$ cat config.mk
export PLATFORM = sky130hd
export DESIGN_NAME = clk_divider_bank_flat
export DESIGN_NICKNAME = d
export VERILOG_FILES = /design/src/rtl/clk_divider_bank_if.sv /design/src/rtl/clk_divider_bank.sv /design/src/flat_wrapper.sv
export SDC_FILE = /design/constraint.sdc
export NUM_CORES = 1
export LEC_CHECK = 0
export ABC_AREA = 1
export CAP_MARGIN = 30
export CORE_MARGIN = 5
export CORE_UTILIZATION = 50
export DETAILED_ROUTE_END_ITERATION = 6
export PLACE_DENSITY = 0.7
export SYNTH_ARGS = -nofsm -noshare
export SYNTH_HDL_FRONTEND = slang
export SYNTH_SLANG_ARGS = --single-unit
$ cat constraint.sdc
create_clock -name clk -period 4.05 [get_ports clk]
set_clock_uncertainty 0.2 [all_clocks]
set_input_delay 0.81 -clock clk [delete_from_list [all_inputs] [get_ports clk]]
set_output_delay 0.81 -clock clk [all_outputs]
set_load 0.005 [all_outputs]
$ cat src/rtl/clk_divider_bank_if.sv
// clk_divider_bank_if: control and output bundle for the divider bank.
// master drives ena/sync/ch_en/load/div_val; slave returns tick/clk/pend.
interface clk_divider_bank_if #(
  parameter int WIDTH    = 16,
  parameter int CHANNELS = 4
);
  logic                      ena;
  logic                      sync;
  logic [CHANNELS-1:0]       ch_en;
  logic [CHANNELS-1:0]       load;
  logic [CHANNELS*WIDTH-1:0] div_val;
  logic [CHANNELS-1:0]       tick_o;
  logic [CHANNELS-1:0]       clk_o;
  logic [CHANNELS-1:0]       pend_o;

  modport master (
    output ena, sync, ch_en, load, div_val,
    input  tick_o, clk_o, pend_o
  );

  modport slave (
    input  ena, sync, ch_en, load, div_val,
    output tick_o, clk_o, pend_o
  );
endinterface

$ cat src/rtl/clk_divider_bank.sv
// clk_divider_bank: CHANNELS terminal-count dividers, double-buffered ratio.
// Ports: clk, nrst (async low), bus (slave): ena/sync/ch_en/load/div_val in; tick_o/clk_o/pend_o out.
module clk_divider_bank #(
  parameter int WIDTH     = 16,
  parameter int CHANNELS  = 4,
  parameter int RESET_DIV = 1
) (
  input logic               clk,
  input logic               nrst,
  clk_divider_bank_if.slave bus
);

  localparam logic [WIDTH-1:0] RDIV = WIDTH'(RESET_DIV);
  localparam logic [WIDTH-1:0] ONE  = WIDTH'(1);

  logic [WIDTH-1:0]    cnt [CHANNELS];
  logic [WIDTH-1:0]    act [CHANNELS];
  logic [WIDTH-1:0]    pnd [CHANNELS];
  logic [CHANNELS-1:0] pend_q;
  logic [CHANNELS-1:0] clk_q;
  logic [CHANNELS-1:0] tick_q;

  always_ff @(posedge clk or negedge nrst) begin
    if (!nrst) begin
      for (int i = 0; i < CHANNELS; i++) begin
        cnt[i] <= '0;
        act[i] <= RDIV;
        pnd[i] <= RDIV;
      end
      pend_q <= '0;
      clk_q  <= '0;
      tick_q <= '0;
    end else begin
      for (int i = 0; i < CHANNELS; i++) begin
        if (bus.ena) begin
          if (bus.sync || !bus.ch_en[i]) begin
            cnt[i]    <= '0;
            clk_q[i]  <= 1'b0;
            tick_q[i] <= 1'b0;
            if (pend_q[i]) begin
              act[i]    <= pnd[i];
              pend_q[i] <= 1'b0;
            end
          end else if (cnt[i] == act[i]) begin
            cnt[i]    <= '0;
            tick_q[i] <= 1'b1;
            clk_q[i]  <= ~clk_q[i];
            if (pend_q[i]) begin
              act[i]    <= pnd[i];
              pend_q[i] <= 1'b0;
            end
          end else begin
            cnt[i]    <= cnt[i] + ONE;
            tick_q[i] <= 1'b0;
          end
        end else begin
          tick_q[i] <= 1'b0;
        end
        // capture last so a same-edge load re-arms pend after a swap
        if (bus.load[i]) begin
          pnd[i]    <= bus.div_val[i*WIDTH +: WIDTH];
          pend_q[i] <= 1'b1;
        end
      end
    end
  end

  assign bus.tick_o = tick_q;
  assign bus.clk_o  = clk_q;
  assign bus.pend_o = pend_q;

endmodule

$ cat src/flat_wrapper.sv
// flat-port wrapper written by rule: the top's interface ports become plain ports
module clk_divider_bank_flat 
#(
  parameter int WIDTH     = 16,
  parameter int CHANNELS  = 4,
  parameter int RESET_DIV = 1
)
  (clk, nrst, bus_ena, bus_sync, bus_ch_en, bus_load, bus_div_val, bus_tick_o, bus_clk_o, bus_pend_o);
  clk_divider_bank_if #(.WIDTH(WIDTH), .CHANNELS(CHANNELS)) bus_i ();
  input logic clk;
  input logic nrst;
  input wire logic [$bits(bus_i.ena)-1:0] bus_ena;
  input wire logic [$bits(bus_i.sync)-1:0] bus_sync;
  input wire logic [$bits(bus_i.ch_en)-1:0] bus_ch_en;
  input wire logic [$bits(bus_i.load)-1:0] bus_load;
  input wire logic [$bits(bus_i.div_val)-1:0] bus_div_val;
  output wire logic [$bits(bus_i.tick_o)-1:0] bus_tick_o;
  output wire logic [$bits(bus_i.clk_o)-1:0] bus_clk_o;
  output wire logic [$bits(bus_i.pend_o)-1:0] bus_pend_o;
  assign bus_i.ena = bus_ena;
  assign bus_i.sync = bus_sync;
  assign bus_i.ch_en = bus_ch_en;
  assign bus_i.load = bus_load;
  assign bus_i.div_val = bus_div_val;
  assign bus_tick_o = bus_i.tick_o;
  assign bus_clk_o = bus_i.clk_o;
  assign bus_pend_o = bus_i.pend_o;
  clk_divider_bank #(.WIDTH(WIDTH), .CHANNELS(CHANNELS), .RESET_DIV(RESET_DIV)) u_core (.clk(clk), .nrst(nrst), .bus(bus_i));
endmodule
### Word-level counts from Yosys, hierarchy flattened

Cells that the tools add are included.

| word-level totals | value |
|---|---|
| output and inout port bits | 12 |
| register bits | 204 |
| input bits | 76 |
| logic and storage cells | 117 |

| operators by class | value |
|---|---|
| $add $sub $neg | 4 |
| muxes and demuxes | 56 |
| eq/ne operators | 4 |
| bitwise gates (word level) | 4 |
| reductions and logical operators | 28 |

Operators by type and width:

| operator | number |
|---|---|
| 16-bit two-way mux | 20 |
| 16-bit by 1-bit adder with 16-bit output, second input constant | 4 |
| 16-bit == test | 4 |
| 1-bit two-way mux | 36 |
| 2-bit AND reduction | 8 |
| 2-bit nonzero test | 8 |
| 3-bit nonzero test | 4 |
| 1-bit logical NOT | 4 |
| 1-bit logical OR | 4 |
| 1-bit inverter | 4 |

### Logic depth before layout (Yosys ltp)

Gate-level depths: netlist of the first run.

| logic depth | value |
|---|---|
| depth after elaboration | 5 |
| depth in mapped cells | 13 |
| mapped depth without buffers | 11 |

### Least setup slack after synthesis of the first run

OpenSTA, ideal clock, no wires.

| path | value |
|---|---|
| path kind | input to register |
| start | input bus_ena |
| end | register u_core.cnt[30] (netlist name) |
| setup time | 0.071 ns |
| arrival time | 1.760 ns |
| cell stages on the path | 9 |
| path slack | 2.019 ns |
| data required time | 3.779 ns |
| path buffers | 1 |
| cell sequence | buf_4 inv_2 nor2_1 nand2_1 nor2_2 nand3_1 o21ai_0 nand2_1 nor2_1 |

RTL lines:

| item | RTL line | source |
|---|---|---|
| start, declared | flat_wrapper.sv:12 | `input wire logic [$bits(bus_i.ena)-1:0] bus_ena;` |
| end signal, assigned by index | clk_divider_bank.sv:53 | `cnt[i] <= cnt[i] + ONE;` |
| end, declared | clk_divider_bank.sv:16 | `logic [WIDTH-1:0] cnt [CHANNELS];` |

### Final worst setup path of the first run

| path | value |
|---|---|
| start | register u_core.pend_q[0], in the netlist u_core.bus.pend_o[0] |
| end | output bus_pend_o[0] |

RTL lines:

| item | RTL line | source |
|---|---|---|
| start, declared | clk_divider_bank.sv:19 | `logic [CHANNELS-1:0] pend_q;` |
| start signal, assigned | clk_divider_bank.sv:30 | `pend_q <= '0;` |
| start signal, assigned by index | clk_divider_bank.sv:42 | `pend_q[i] <= 1'b0;` |
| start signal, assigned by index | clk_divider_bank.sv:50 | `pend_q[i] <= 1'b0;` |
| end, declared | flat_wrapper.sv:19 | `output wire logic [$bits(bus_i.pend_o)-1:0] bus_pend_o;` |

No word-level cell between the ends.

==> out/results.tsv, run 1 <==
metric	value	unit
drt_pass1_iterations	6	
multiInputGateArea	4320	sq um
post-route-period-util	72.2	%
crit_arrival	1910	ps
grt_max_degree	92	
max-cap-violations	0	
clk_path_buf_depth	3	
regToRegSetupSlack	2040	ps
finalHoldViolations	0	
grt_overflow	0	
synth_edf_count	0	
yosysTopAreaCell	dfrtp_1	
num_rows	52	
post_cts_resized	0	
setup.worst_path.end_class	output pin	
num_vias	8455	
crit_chain	clkdlybuf4s50_1	
wl_per_cell	12.7	um
cts_tree	done	
worst_slack	1130	ps
r2r-end	u_core.cnt[47]	
cp-start-kind	flop	
r2r_cells	11	
r2r-start	u_core.cnt[34]	
cp-startpoint	u_core.bus.pend_o[0]	
drt_iter0_drc	462	
cts_root_buffer	clkbuf_16	
worstSkewPairLatency	500	ps
ys_seq_area_share	49.7	%
n_antenna_cell	0	
synth_seq_cells	204	
crit_family	flip-flops	
htreeDepth	1	
tns	0	ps
wirelength	22.0	mm
crit_buf_inv	1	
fmax	342	MHz
drc	0	
cts_num_sinks	204	
maxSlewViolCount	0	
nNetsFinal	1533	
synth_common_cells	nand2_1, dfrtp_1, inv_1, nor2_1, nand4_1	
worst_pin_slew	735	ps
portBuffers	87	
grt_pass1_vias	8156	
synthTopCellsByArea	dfrtp_1, nand2_1, inv_1	
wl_met3	741	um
p_leak	0.00603	uW
initial_core_util	50.9	%
n_fill_cell	1869	
yosysTopAreaCellShare	47.6	%
synth.distinct_cells	32	
critical-path-slowest-cell	dfrtp_1	
crit_path_end	bus_pend_o[0]	
fp.coreArea	20200	sq um
preCtsSetupSlack	1340	ps
hp-class	input port to asynchronous set/reset pin	
syn_inst	1374	
antenna_found_initial	0	
yosysMostFrequentCell	nand2_1	
wl_met1	10.1	mm
cp_max_fo	19	
cts.clk_slew.worst_paths	60	ps
synth_flop_cell	dfrtp_1	
numCtsBuffers	23	
top_layer	met4	
drive_gt1_share	7.41	%
max_slew_margin	51.0	%
powerDensity	418	nW/um^2
die_w	153	um
synthArstFlopShare	100	%
syn-num-nets	1454	
ir_worst_vdd	0.254	mV
grt_setup_unrepaired	false	
pin_count	88	
post_cts_buffers	0	
grt_use_total	18.9	%
utilization	59.5	%
cp.required	3040	ps
final.min_clock_period	2920	ps
die_area	23600	sq um
place.gp.congestion	0.851	
viasPerCell	4.86	
critPathMaxStageDelay	760	ps
die_h	153	um
met2WireLength	10.8	mm
postRouteAntennaNets	0	
finalSetupViolCount	0	
yosys_warnings	0	
path_depth	1	
dp_hpwl	15.9	mm
crit_type	flop to output pin	
avgSynthCellArea	7.49	sq um
synth_area	10300	sq um
cts_hold_buf	0	
status	complete, no violations	
seqCellArea	5110	sq um
syn_to_final_growth	16.9	%
grt_pass1_wl	38.5	mm
==> layout make-up <==
type	instances	area share, %
sequential	204	42.5
multi-input combinational	965	35.9
timing repair buffer	100	8.06
clock buffer	36	5.27
inverter	159	4.97
tap	270	2.81
clock inverter	6	0.489
==> metal layers <==
metal / global-route usage, % / up-vias
met5: 0 / -
met4: 3.95 / 0
met3: 2.67 / 32
met2: 32.3 / 123
met1: 26.1 / 3910
li1: - / 4390
==> cell usage in the layout (no fill, tap or decap), types with 8 or more instances in the layout <==
cell type | synthesis | routed
a21oi_1 | 9 | 9
dfrtp_1 | 196 | 196
nor2_1 | 113 | 113
clkdlybuf4s50_1 | 0 | 85
inv_1 | 138 | 138
nand2_1 | 630 | 630
buf_4 | 9 | 14
clkbuf_16 | 0 | 23
nor2_2 | 17 | 17
nand4_1 | 79 | 79
o21ai_0 | 18 | 18
clkbuf_1 | 23 | 12
inv_2 | 16 | 16
dfstp_2 | 8 | 8
nand3_1 | 20 | 20
nor3_1 | 16 | 16
xor2_1 | 28 | 28
==> power breakdown <==
part | leakage [uW] | switching, uW | total (uW) | internal (uW)
Clock | 0.000339 | 793 | 1930 | 1140
Sequential | 0.00261 | 162 | 2400 | 2240
Combinational | 0.00308 | 408 | 694 | 286
==> flip-flops by register name (all words and copies together) (netlist names) <==
| name | cells |
|---|---|
| u_core.act | 64 |
| u_core.bus.pend_o | 4 |
| u_core.pnd | 64 |
| u_core.bus.tick_o | 4 |
| u_core.bus.clk_o | 4 |
| u_core.cnt | 64 |
==> worst min path at each step <==
stage	startpoint	to	slack (ps)
floorplan	u_core.pnd[10]	u_core.pnd[10]	240
global placement	u_core.pnd[0]	u_core.pnd[0]	250
detailed placement	u_core.pnd[18]	u_core.pnd[18]	260
CTS	nrst	u_core.pnd[7]	180
global route	nrst	u_core.pnd[10]	210
finish	nrst	u_core.pnd[10]	140
==> logic make-up (layout without fill, tap and decap cells) <==
group	after synthesis	after routing	share of synthesized area, %
and+or+nand+nor	900	900	37.3
buffers and inverters	205	301	8.33
xor gates and xnor gates	28	28	2.38
DFF	204	204	49.7
adders and majority gates	4	4	0.486
AOI/OAI and AO/OA	33	33	1.87
==> per-stage QoR <==
step | power (uW) | hold slack [ps] | instances | area (sq um)
5_1_grt | 5310 | 210 | 1740 | 12000
3_5_place_dp | 3140 | 258 | 1698 | 11300
6_report | 5030 | 139 | 1740 | 12000
4_1_cts | 5090 | 184 | 1740 | 12000
3_3_place_gp | 3110 | 255 | 1698 | 11300
2_1_floorplan | 2880 | 242 | 1374 | 10300
Note: power is estimated with default switching activity, not from simulation.
==> inputs of run 2 (changes only) <==
- clock period: 4.05 -> 2.9 ns (I/O delays scaled with it)
==> out/results.tsv, run 2 (synthesized netlist as in run 1, its figures left out) <==
metric	value	unit
post_cts_resized	0	
tns	0	ps
r2r_cells	11	
numCtsBuffers	23	
place.gp.congestion	0.874	
final.min_clock_period	2180	ps
drive_gt1_share	7.94	%
seqPwrFrac	46.7	%
max-cap-violations	0	
nNetsFinal	1537	
hp-class	input port to flop	
path_depth	1	
max_slew_margin	57.3	%
fp.coreArea	20200	sq um
pin_count	88	
p_leak	0.00609	uW
num_rows	52	
grt_max_degree	64	
n_antenna_cell	0	
critPathMaxStageDelay	530	ps
p_clk_share	39.6	%
r2r-start	u_core.act[48]	
crit_buf_inv	1	
worstSkewPairLatency	500	ps
grt_overflow	0	
layout_commonest_cell	nand2_1	
wl_met1	10.2	mm
syn_to_final_growth	18.1	%
critical-path-slowest-cell	clkdlybuf4s50_1	
crit_family	buffers and inverters	
finalSetupViolCount	0	
largestRegisters	u_core.act (64), u_core.cnt (64), u_core.pnd (64)	
htreeDepth	1	
hold_depth	2	
cts.clk_slew.worst_paths	60	ps
clk_path_buf_depth	3	
grt_use_total	18.7	%
drc	0	
portBuffers	87	
dpl.cell_count	1701	
crit_arrival	1400	ps
cp-start-kind	flop	
cp.required	2120	ps
cp-startpoint	u_core.bus.pend_o[2]	
ir_worst_vdd	0.382	mV
post_cts_buffers	0	
initial_core_util	50.9	%
num_vias	8446	
grt_pass1_wl	38.2	mm
layout_common_cells	nand2_1, dfrtp_1, inv_1	
swShare	26.8	%
antenna_found_initial	0	
wl_met3	771	um
die_area	23600	sq um
maxSlewViolCount	0	
grt_setup_unrepaired	false	
internal-power	5250	uW
cts_num_sinks	204	
p_sw	1920	uW
wl_per_cell	12.6	um
viasPerCell	4.85	
dp_hpwl	15.9	mm
fin_cells	1743	
die_w	153	um
cts_hold_buf	1	
met2WireLength	10.6	mm
die_h	153	um
crit_chain	clkdlybuf4s50_1	
worst_pin_slew	641	ps
grt_pass1_vias	8191	
cts_tree	done	
min_from	bus_ena	
cts_root_buffer	clkbuf_16	
finalHoldViolations	0	
status	complete, no violations	
crit_type	flop to output pin	
powerDensity	590	nW/um^2
fmax	459	MHz
top_layer	met4	
drt_pass1_iterations	5	
post-route-period-util	75.2	%
pwr-share-comb	13.7	%
wirelength	22.0	mm
drt_iter0_drc	482	
cp_max_fo	2	
setup.worst_path.end_class	output pin	
postRouteAntennaNets	0	
==> run 2: final timing paths <==
path,end,slack (ps)
setup / recovery,bus_pend_o[2],720
hold / removal,u_core.cnt[1],200
setup reg to reg,u_core.cnt[60],880
hold reg to reg,u_core.pnd[46],270
max in group asynchronous,u_core.act[48],1310
min in group asynchronous,u_core.act[6],440
==> run 2: power groups by stage <==
stage / registers (uW) / logic (uW) / clock network [uW]
detailed placement: 3400 / 991 / 0
global route: 3390 / 1150 / 3030
floorplan: 3320 / 700 / 0
global placement: 3390 / 961 / 0
CTS: 3350 / 998 / 2920
finish: 3350 / 981 / 2840
==> run 2: stage by stage <==
| step | hold slack, ps | setup WS [ps] | util (%) | total power (uW) | cell area (sq um) |
|---|---|---|---|---|---|
| 2_1_floorplan | 84.4 | 1100 | - | 4020 | 10300 |
| 3_3_place_gp | 254 | 500 | 56.4 | 4350 | 11400 |
| 3_5_place_dp | 259 | 431 | 56.4 | 4390 | 11400 |
| 4_1_cts | 187 | 685 | 60.1 | 7270 | 12200 |
| 5_1_grt | 215 | 656 | 60.1 | 7570 | 12200 |
| 6_report | 204 | 720 | 60.1 | 7170 | 12200 |
==> run 2: worst reg2reg max path, delay by kind of cell, from the launching register on <==
kind | cells | cell delay, ps
buffers and inverters | 2 | 290
DFF | 1 | 540
and+or+nand+nor | 9 | 870
==> run 2: final cells by class <==
type,instances,area [sq um]
inverter,159,598
fill,1833,8080
tap,270,338
multi-input combinational,965,4320
sequential,204,5110
timing repair buffer,104,1040
clock buffer,32,639
clock inverter,9,101
==> run 2: layer usage <==
metal	global-route usage, %	vias to the layer above
li1	-	4389
met1	25.2	3910
met2	32.1	112
met3	2.75	35
met4	4.63	0
met5	0	-
==> inputs of run 3 (changes only) <==
- clock period: 2.9 -> 2.1 ns (I/O delays scaled with it)
==> out/results.tsv, run 3 (synthesized netlist as in run 1, its figures left out) <==
metric	value	unit
critPathMaxStageDelay	540	ps
post-route-period-util	98.7	%
drive_gt1_share	8.57	%
worstSkewPairLatency	500	ps
dp_hpwl	16.3	mm
layout_commonest_cell	nand2_1	
n_fill_cell	1838	
p_leak	0.00615	uW
utilization	60.5	%
largestRegisters	u_core.act (64), u_core.cnt (64), u_core.pnd (64)	
maxSlewViolCount	0	
antenna_found_initial	0	
cp.required	1480	ps
cts_root_buffer	clkbuf_16	
finalSetupViolCount	0	
postRouteAntennaNets	0	
num_vias	8536	
drt_pass1_iterations	5	
hold_ws	136	ps
grt_overflow	0	
clk_path_buf_depth	3	
num_rows	52	
syn_to_final_growth	18.8	%
final.min_clock_period	2070	ps
initial_core_util	50.9	%
ir_worst_vdd	0.543	mV
die_h	153	um
grt_pass1_wl	38.9	mm
grt_pass1_vias	8285	
fmax	483	MHz
setup.worst_path.end_class	output pin	
wl_per_cell	12.9	um
multiInputGateArea	4330	sq um
max-cap-violations	0	
finalHoldViolations	0	
cp-start-kind	flop	
grt_setup_unrepaired	false	
numCtsBuffers	22	
n_antenna_cell	0	
powerDensity	797	nW/um^2
portBuffers	87	
crit_buf_inv	1	
grt_use_total	19.2	%
status	complete, no violations	
total_power	9750	uW
crit_arrival	1450	ps
pin_count	88	
wirelength	22.5	mm
place.gp.congestion	0.863	
drt_iter0_drc	419	
cts.clk_slew.worst_paths	60	ps
seqCellArea	5110	sq um
hp-class	input port to flop	
cts_num_sinks	204	
nNetsFinal	1546	
worst_pin_slew	548	ps
fp.coreArea	20200	sq um
max_slew_margin	63.5	%
die_area	23600	sq um
cp_max_fo	2	
post_cts_buffers	0	
tns	0	ps
critical-path-slowest-cell	clkdlybuf4s50_1	
die_w	153	um
layout_common_cells	nand2_1, dfrtp_1, inv_1	
grt_max_degree	73	
crit_type	flop to output pin	
viasPerCell	4.87	
crit_family	buffers and inverters	
cts_tree	done	
drc	0	
crit_chain	clkdlybuf4s50_1	
htreeDepth	1	
==> run 3: routing by layer <==
| metal | vias up | track usage [%] | wire, um |
|---|---|---|---|
| li1 | 4416 | - | - |
| met1 | 3962 | 27.1 | 10600 |
| met2 | 128 | 31.8 | 10800 |
| met3 | 30 | 2.67 | 854 |
| met4 | 0 | 4.54 | 345 |
| met5 | - | 0 | 0 |
==> run 3: layout make-up <==
type | instances | share of cell area (%)
Timing Repair Buffer | 114 | 9.34
Inverter | 159 | 4.89
Tap cell | 270 | 2.76
Sequential cell | 204 | 41.8
Clock inverter | 5 | 0.225
Clock buffer | 35 | 5.56
Multi-Input combinational cell | 965 | 35.4
==> run 3: worst paths after layout <==
path | slack [ps] | to | cells after the start | from
min in group asynchronous | 160 | u_core.bus.clk_o[3] | 2 | nrst
worst min-delay path | 140 | u_core.cnt[2] | 3 | bus_ena
max in group asynchronous | 870 | u_core.pnd[48] | 3 | nrst
worst min register to register | 260 | u_core.pnd[0] | 2 | u_core.pnd[0]
worst max-delay path | 30 | bus_pend_o[1] | 1 | u_core.bus.pend_o[1]
worst max register to register | 170 | u_core.act[32] | 11 | u_core.cnt[34]
==> run 3: through the flow <==
stage | std cells | worst slack [ps] | instance area, sq um
3_3_place_gp | 1711 | 42.4 | 11500
2_1_floorplan | 1374 | 372 | 10300
6_report | 1752 | 28.0 | 12200
3_5_place_dp | 1711 | 8.19 | 11500
5_1_grt | 1752 | 3.50 | 12200
4_1_cts | 1752 | 3.40 | 12200
==> run 3: timing repair <==
action                                  CTS  global route
gates resized for setup                   0             3
hold buffers                              1             0
endpoints found under the hold margin   198             0
endpoints found under the setup margin    0             2
==> run 3: power breakdown <==
| part | internal, uW | switching, uW | leakage [uW] |
|---|---|---|---|
| clock | 2220 | 1510 | 0.000349 |
| combinational | 583 | 809 | 0.00318 |
| sequential | 4320 | 318 | 0.00261 |
| total | 7120 | 2630 | 0.00615 |
==> patch 1: new RTL, config.mk and constraints of run 3 <==
`WIDTH` is set to 16 in 3 places; all go to 12.
--- a/src/rtl/clk_divider_bank_if.sv
+++ b/src/rtl/clk_divider_bank_if.sv
@@ -2,5 +2,5 @@
 // master drives ena/sync/ch_en/load/div_val; slave returns tick/clk/pend.
 interface clk_divider_bank_if #(
-  parameter int WIDTH    = 16,
+  parameter int WIDTH    = 12,
   parameter int CHANNELS = 4
 );
--- a/src/rtl/clk_divider_bank.sv
+++ b/src/rtl/clk_divider_bank.sv
@@ -2,5 +2,5 @@
 // Ports: clk, nrst (async low), bus (slave): ena/sync/ch_en/load/div_val in; tick_o/clk_o/pend_o out.
 module clk_divider_bank #(
-  parameter int WIDTH     = 16,
+  parameter int WIDTH     = 12,
   parameter int CHANNELS  = 4,
   parameter int RESET_DIV = 1
--- a/src/flat_wrapper.sv
+++ b/src/flat_wrapper.sv
@@ -2,5 +2,5 @@
 module clk_divider_bank_flat 
 #(
-  parameter int WIDTH     = 16,
+  parameter int WIDTH     = 12,
   parameter int CHANNELS  = 4,
   parameter int RESET_DIV = 1
Interface: changed (resized bus_div_val); port bits go from 88 to 72. No check against the original RTL was run, so the function may have changed too.
==> patch 1 against run 3 <==
Non-clock buffer count is 16 lower; area after synthesis shrank 27%; final area shrank 25%; total power decreased by 22%; sequential cell count is 48 lower; global-route usage is 1.2 points lower; routed wire length down 32%; count of clock-buffer cells in the layout fell by 16; worst setup slack better by 0.11 ns; first-iteration DRC count decreased by 18%; via count shrank 30%.
==> patch 1: results (changes against run 3) <==
Synth Area in Compound Gates: 0.0166 (was 0.0187)
FMAX: 509 MHz (was 483 MHz)
Max Root-Sink Buffers: 2 (was 3)
Inst Count DP: 1,213 (was 1,711)
slew at the pin closest to its max-slew limit: 0.455 ns (was 0.548 ns)
GPL Wtd Cong: 0.806 (was 0.863)
share of cells above drive strength 1: 0.0829 (was 0.0857)
Post-synth top cells: 437 x nand2_1, 148 x dfrtp_1, 88 x inv_1, 78 x nor2_1, 54 x nand4_1 (was 630 x nand2_1, 196 x dfrtp_1, 138 x inv_1, 113 x nor2_1, 79 x nand4_1)
Worst R2R Setup Slack: 0.27 ns (was 0.17 ns)
Max VDD drop: 0.602 mV (was 0.543 mV)
DP Area: 0.00857 mm^2 (was 0.0115 mm^2)
drt pass-1 iters: 6 (was 5)
Seq/Total Area, Yosys: 0.519 (was 0.497)
Critical R2R Launch: u_core.cnt[15]$_DFFE_PN0P_ (was u_core.cnt[34]$_DFFE_PN0P_)
met3 Use GR: 0.0444 (was 0.0267)
Largest regs: u_core.act (48), u_core.cnt (48), u_core.pnd (48) (was u_core.act (64), u_core.cnt (64), u_core.pnd (64))
number of buffers created by CTS: 17 (was 22)
detailed placement HPWL: 10.9 mm (was 16.3 mm)
nets: 1,113 (was 1,546)
sw power: 2.02 mW (was 2.63 mW)
Mapped Cells: 961 (was 1,374)
# port buffers: 71 (was 87)
leak pwr: 4.55 nW (was 6.15 nW)
hold_ws: 0.261 ns (was 0.136 ns)
M1 WL: 7.21 mm (was 10.6 mm)
Wirelength per Cell: 12.2 um (was 12.9 um)
Post-Synth XOR/XNOR Area: 0.0500 (was 0.0238)
Initial DRC Count: 342 (was 419)
hold endpoint: u_core.pnd[0]$_DFFE_PN1P_ (was u_core.cnt[2]$_DFFE_PN0P_)
Synth area leaders: dfrtp_1 49%, nand2_1 22%, nand4_1 4.5% (was dfrtp_1 48%, nand2_1 23%, inv_1 5.0%)
H-tree depth: 4 (was 1)
critical path peak fanout: 3 (was 2)
via count: 6,013 (was 8,536)
vias in the first global route: 5,779 (was 8,285)
Critical Path Sink: bus_clk_o[1] (was bus_pend_o[1])
first-pass GRT wire length: 26.2 mm (was 38.9 mm)
CP Launch Point: u_core.bus.clk_o[1]$_DFFE_PN0P_ (was u_core.bus.pend_o[1]$_DFFE_PN0P_)
met2 routed WL: 7.25 mm (was 10.8 mm)
grt met2 use: 0.294 (was 0.318)
Adder-Cell Fraction of Synth Area: 0.00664 (was 0.00486)
pre-CTS WS: 0.0114 ns (was 0.00819 ns)
Hold WC Path Type: reg -> reg (was in -> reg)
CP peak stage delay: 0.52 ns (was 0.54 ns)
status: complete, no violations (unchanged)
[patch 1: cell count changes in the layout (fill, tap and decap cells not counted), sizes merged, moves of 8 or more]
| cell | delta |
|---|---|
| nor3 | -8 |
| clkbuf | -17 |
| nand4 | -25 |
| a21oi | -8 |
| clkdlybuf4s50 | -15 |
| xnor2 | +18 |
| inv | -56 |
| nand2 | -199 |
| nor2 | -51 |
| dfrtp | -48 |
[patch 1: power by group through the flow]
stage	logic, mW	registers [mW]	clock network [mW]
4_1_cts	1.06	3.53	3.08
3_5_place_dp	1.05	3.57	0
2_1_floorplan	0.680	3.53	0
5_1_grt	1.21	3.57	3.19
6_report	1.04	3.53	3.01
3_3_place_gp	1.02	3.57	0
[patch 1: area by class of cell]
cell class	count	area, um^2
fill	1322	5490
sequential	156	3910
multi-input combinational	682	3120
timing repair buffer	98	962
clock buffer	19	443
inverter	94	353
tap	184	230
clock inverter	12	138
==> patch 2: new RTL, settings of run 3 <==
Without the edit above. Make the reset (`nrst`) synchronous in one clocked block. Comments in the files are not updated.
--- a/src/rtl/clk_divider_bank.sv
+++ b/src/rtl/clk_divider_bank.sv
@@ -21,5 +21,5 @@
   logic [CHANNELS-1:0] tick_q;
 
-  always_ff @(posedge clk or negedge nrst) begin
+  always_ff @(posedge clk) begin
     if (!nrst) begin
       for (int i = 0; i < CHANNELS; i++) begin
Formal check against the unedited RTL: differs if nrst is asserted again (counterexample within 4 cycles, from zero or initial values and one cycle with nrst low); with nrst held inactive, the same outputs for 4 cycles.
==> patch 2 against run 3 <==
Sequential cell count did not move; worst setup slack improved by 0.030 ns; first-iteration DRC count fell by 17%; synthesized cell count fell by 14%; area after synthesis rose by 0.12%; routed wire length fell by 18%; total power fell by 0.38%; critical path depth did not move; final area rose by 6.0%.
==> patch 2: results (changes against run 3) <==
Total Power: 9.71 mW (was 9.75 mW)
FILL cells: 1,656 (was 1,838)
detailed placement HPWL: 13.3 mm (was 16.3 mm)
pin count of the biggest net entering global routing: 17 (was 73)
Worst R2R Setup Slack: 0.10 ns (was 0.17 ns)
Adder-Cell Fraction of Synth Area: 0.00486 (about the same)
WL final: 18.5 mm (was 22.5 mm)
Required @ worst endpoint: 1.48 ns (about the same)
Multi-input gate area: 0.00325 mm^2 (was 0.00433 mm^2)
syn nets: 1,264 (was 1,454)
Post-Synth XOR/XNOR Area: 0.0229 (was 0.0238)
Non-CTS inverters: 269 (was 159)
EDFF count, synth: 192 (was 0)
first-pass GRT wire length: 31.0 mm (was 38.9 mm)
Slew Limit Headroom: 0.753 (was 0.635)
status: complete, no violations (unchanged)
# port buffers: 87 (unchanged)
# resized after CTS: 3 (was 0)
Clk pwr share: 0.416 (was 0.382)
vias in the first global route: 6,763 (was 8,285)
sw power: 2.15 mW (was 2.63 mW)
Post-synth top cells: 287 x nand2_1, 263 x inv_1, 211 x nor2_1, 192 x edfxtp_1, 32 x nor2_2 (was 630 x nand2_1, 196 x dfrtp_1, 138 x inv_1, 113 x nor2_1, 79 x nand4_1)
number of buffers created by CTS: 23 (was 22)
share of cells above drive strength 1: 0.135 (was 0.0857)
Max VDD drop: 0.496 mV (was 0.543 mV)
pre-CTS WS: -0.0844 ns (was 0.00819 ns)
Synth Area in Compound Gates: 0.0276 (was 0.0187)
nets: 1,423 (was 1,546)
multi-input combinational cell count: 694 (was 965)
Synth Area per Inst: 8.71 um^2 (was 7.49 um^2)
Seq/Total Area, Yosys: 0.583 (was 0.497)
CTS clk-pin slew, worst paths: 0.06 ns (about the same)
Hold WC Path Type: reg -> reg (was in -> reg)
Seq power: 4.83 mW (was 4.63 mW)
Initial DRC Count: 347 (was 419)
Main synth FF type: edfxtp_1 (was dfrtp_1)
post-synth cell types: 33 (was 32)
GPL Wtd Cong: 0.836 (was 0.863)
hold_ws: 0.322 ns (was 0.136 ns)
critical path peak fanout: 4 (was 2)
Worst path slowest cell: clkdlybuf4s50_1 (unchanged)
clk tree area frac: 0.0591 (was 0.0579)
leak pwr: 5.77 nW (was 6.15 nW)
Inst Count DP: 1,572 (was 1,711)
Clock buffer cells: 27 (was 35)
via count: 7,339 (was 8,536)
NonClk Buf Share: 0.122 (was 0.0934)
fraction of area in registers: 0.464 (was 0.418)
FMAX: 490 MHz (was 483 MHz)
Total GRT Usage: 0.155 (was 0.192)
Async S/R FF share, synth: 0 (was 1.00)
Non-clock buffers: 151 (was 114)
==> patch 2: routing by layer <==
metal	track usage	wire length [um]	vias to the layer above
met2	0.266	8930	119
met4	0.0421	382	0
met1	0.206	8410	3228
li1	-	-	3964
met5	0	0	-
met3	0.0253	800	28
==> patch 2: final timing paths <==
check | cells past startpoint | endpoint | from
max | 1 | bus_pend_o[0] | u_core.bus.pend_o[0]$_SDFFE_PN0P_
min | 2 | u_core.act[3][0]$_DFFE_PP_ | u_core.pnd[3][0]$_SDFFCE_PN1P_
max reg2reg | 11 | u_core.act[2][6]$_SDFFCE_PN0P_ | u_core.cnt[2][0]$_SDFFCE_PN0P_
min reg2reg | 2 | u_core.act[3][0]$_DFFE_PP_ | u_core.pnd[3][0]$_SDFFCE_PN1P_
==> patch 2: through the flow <==
stage	setup TNS, ns	area [um^2]
after detailed placement	-5.96	12000
after floorplan	0	10300
final	0	13000
after global routing	-0.274	13000
after CTS	0	12800
after global placement	-3.62	12000
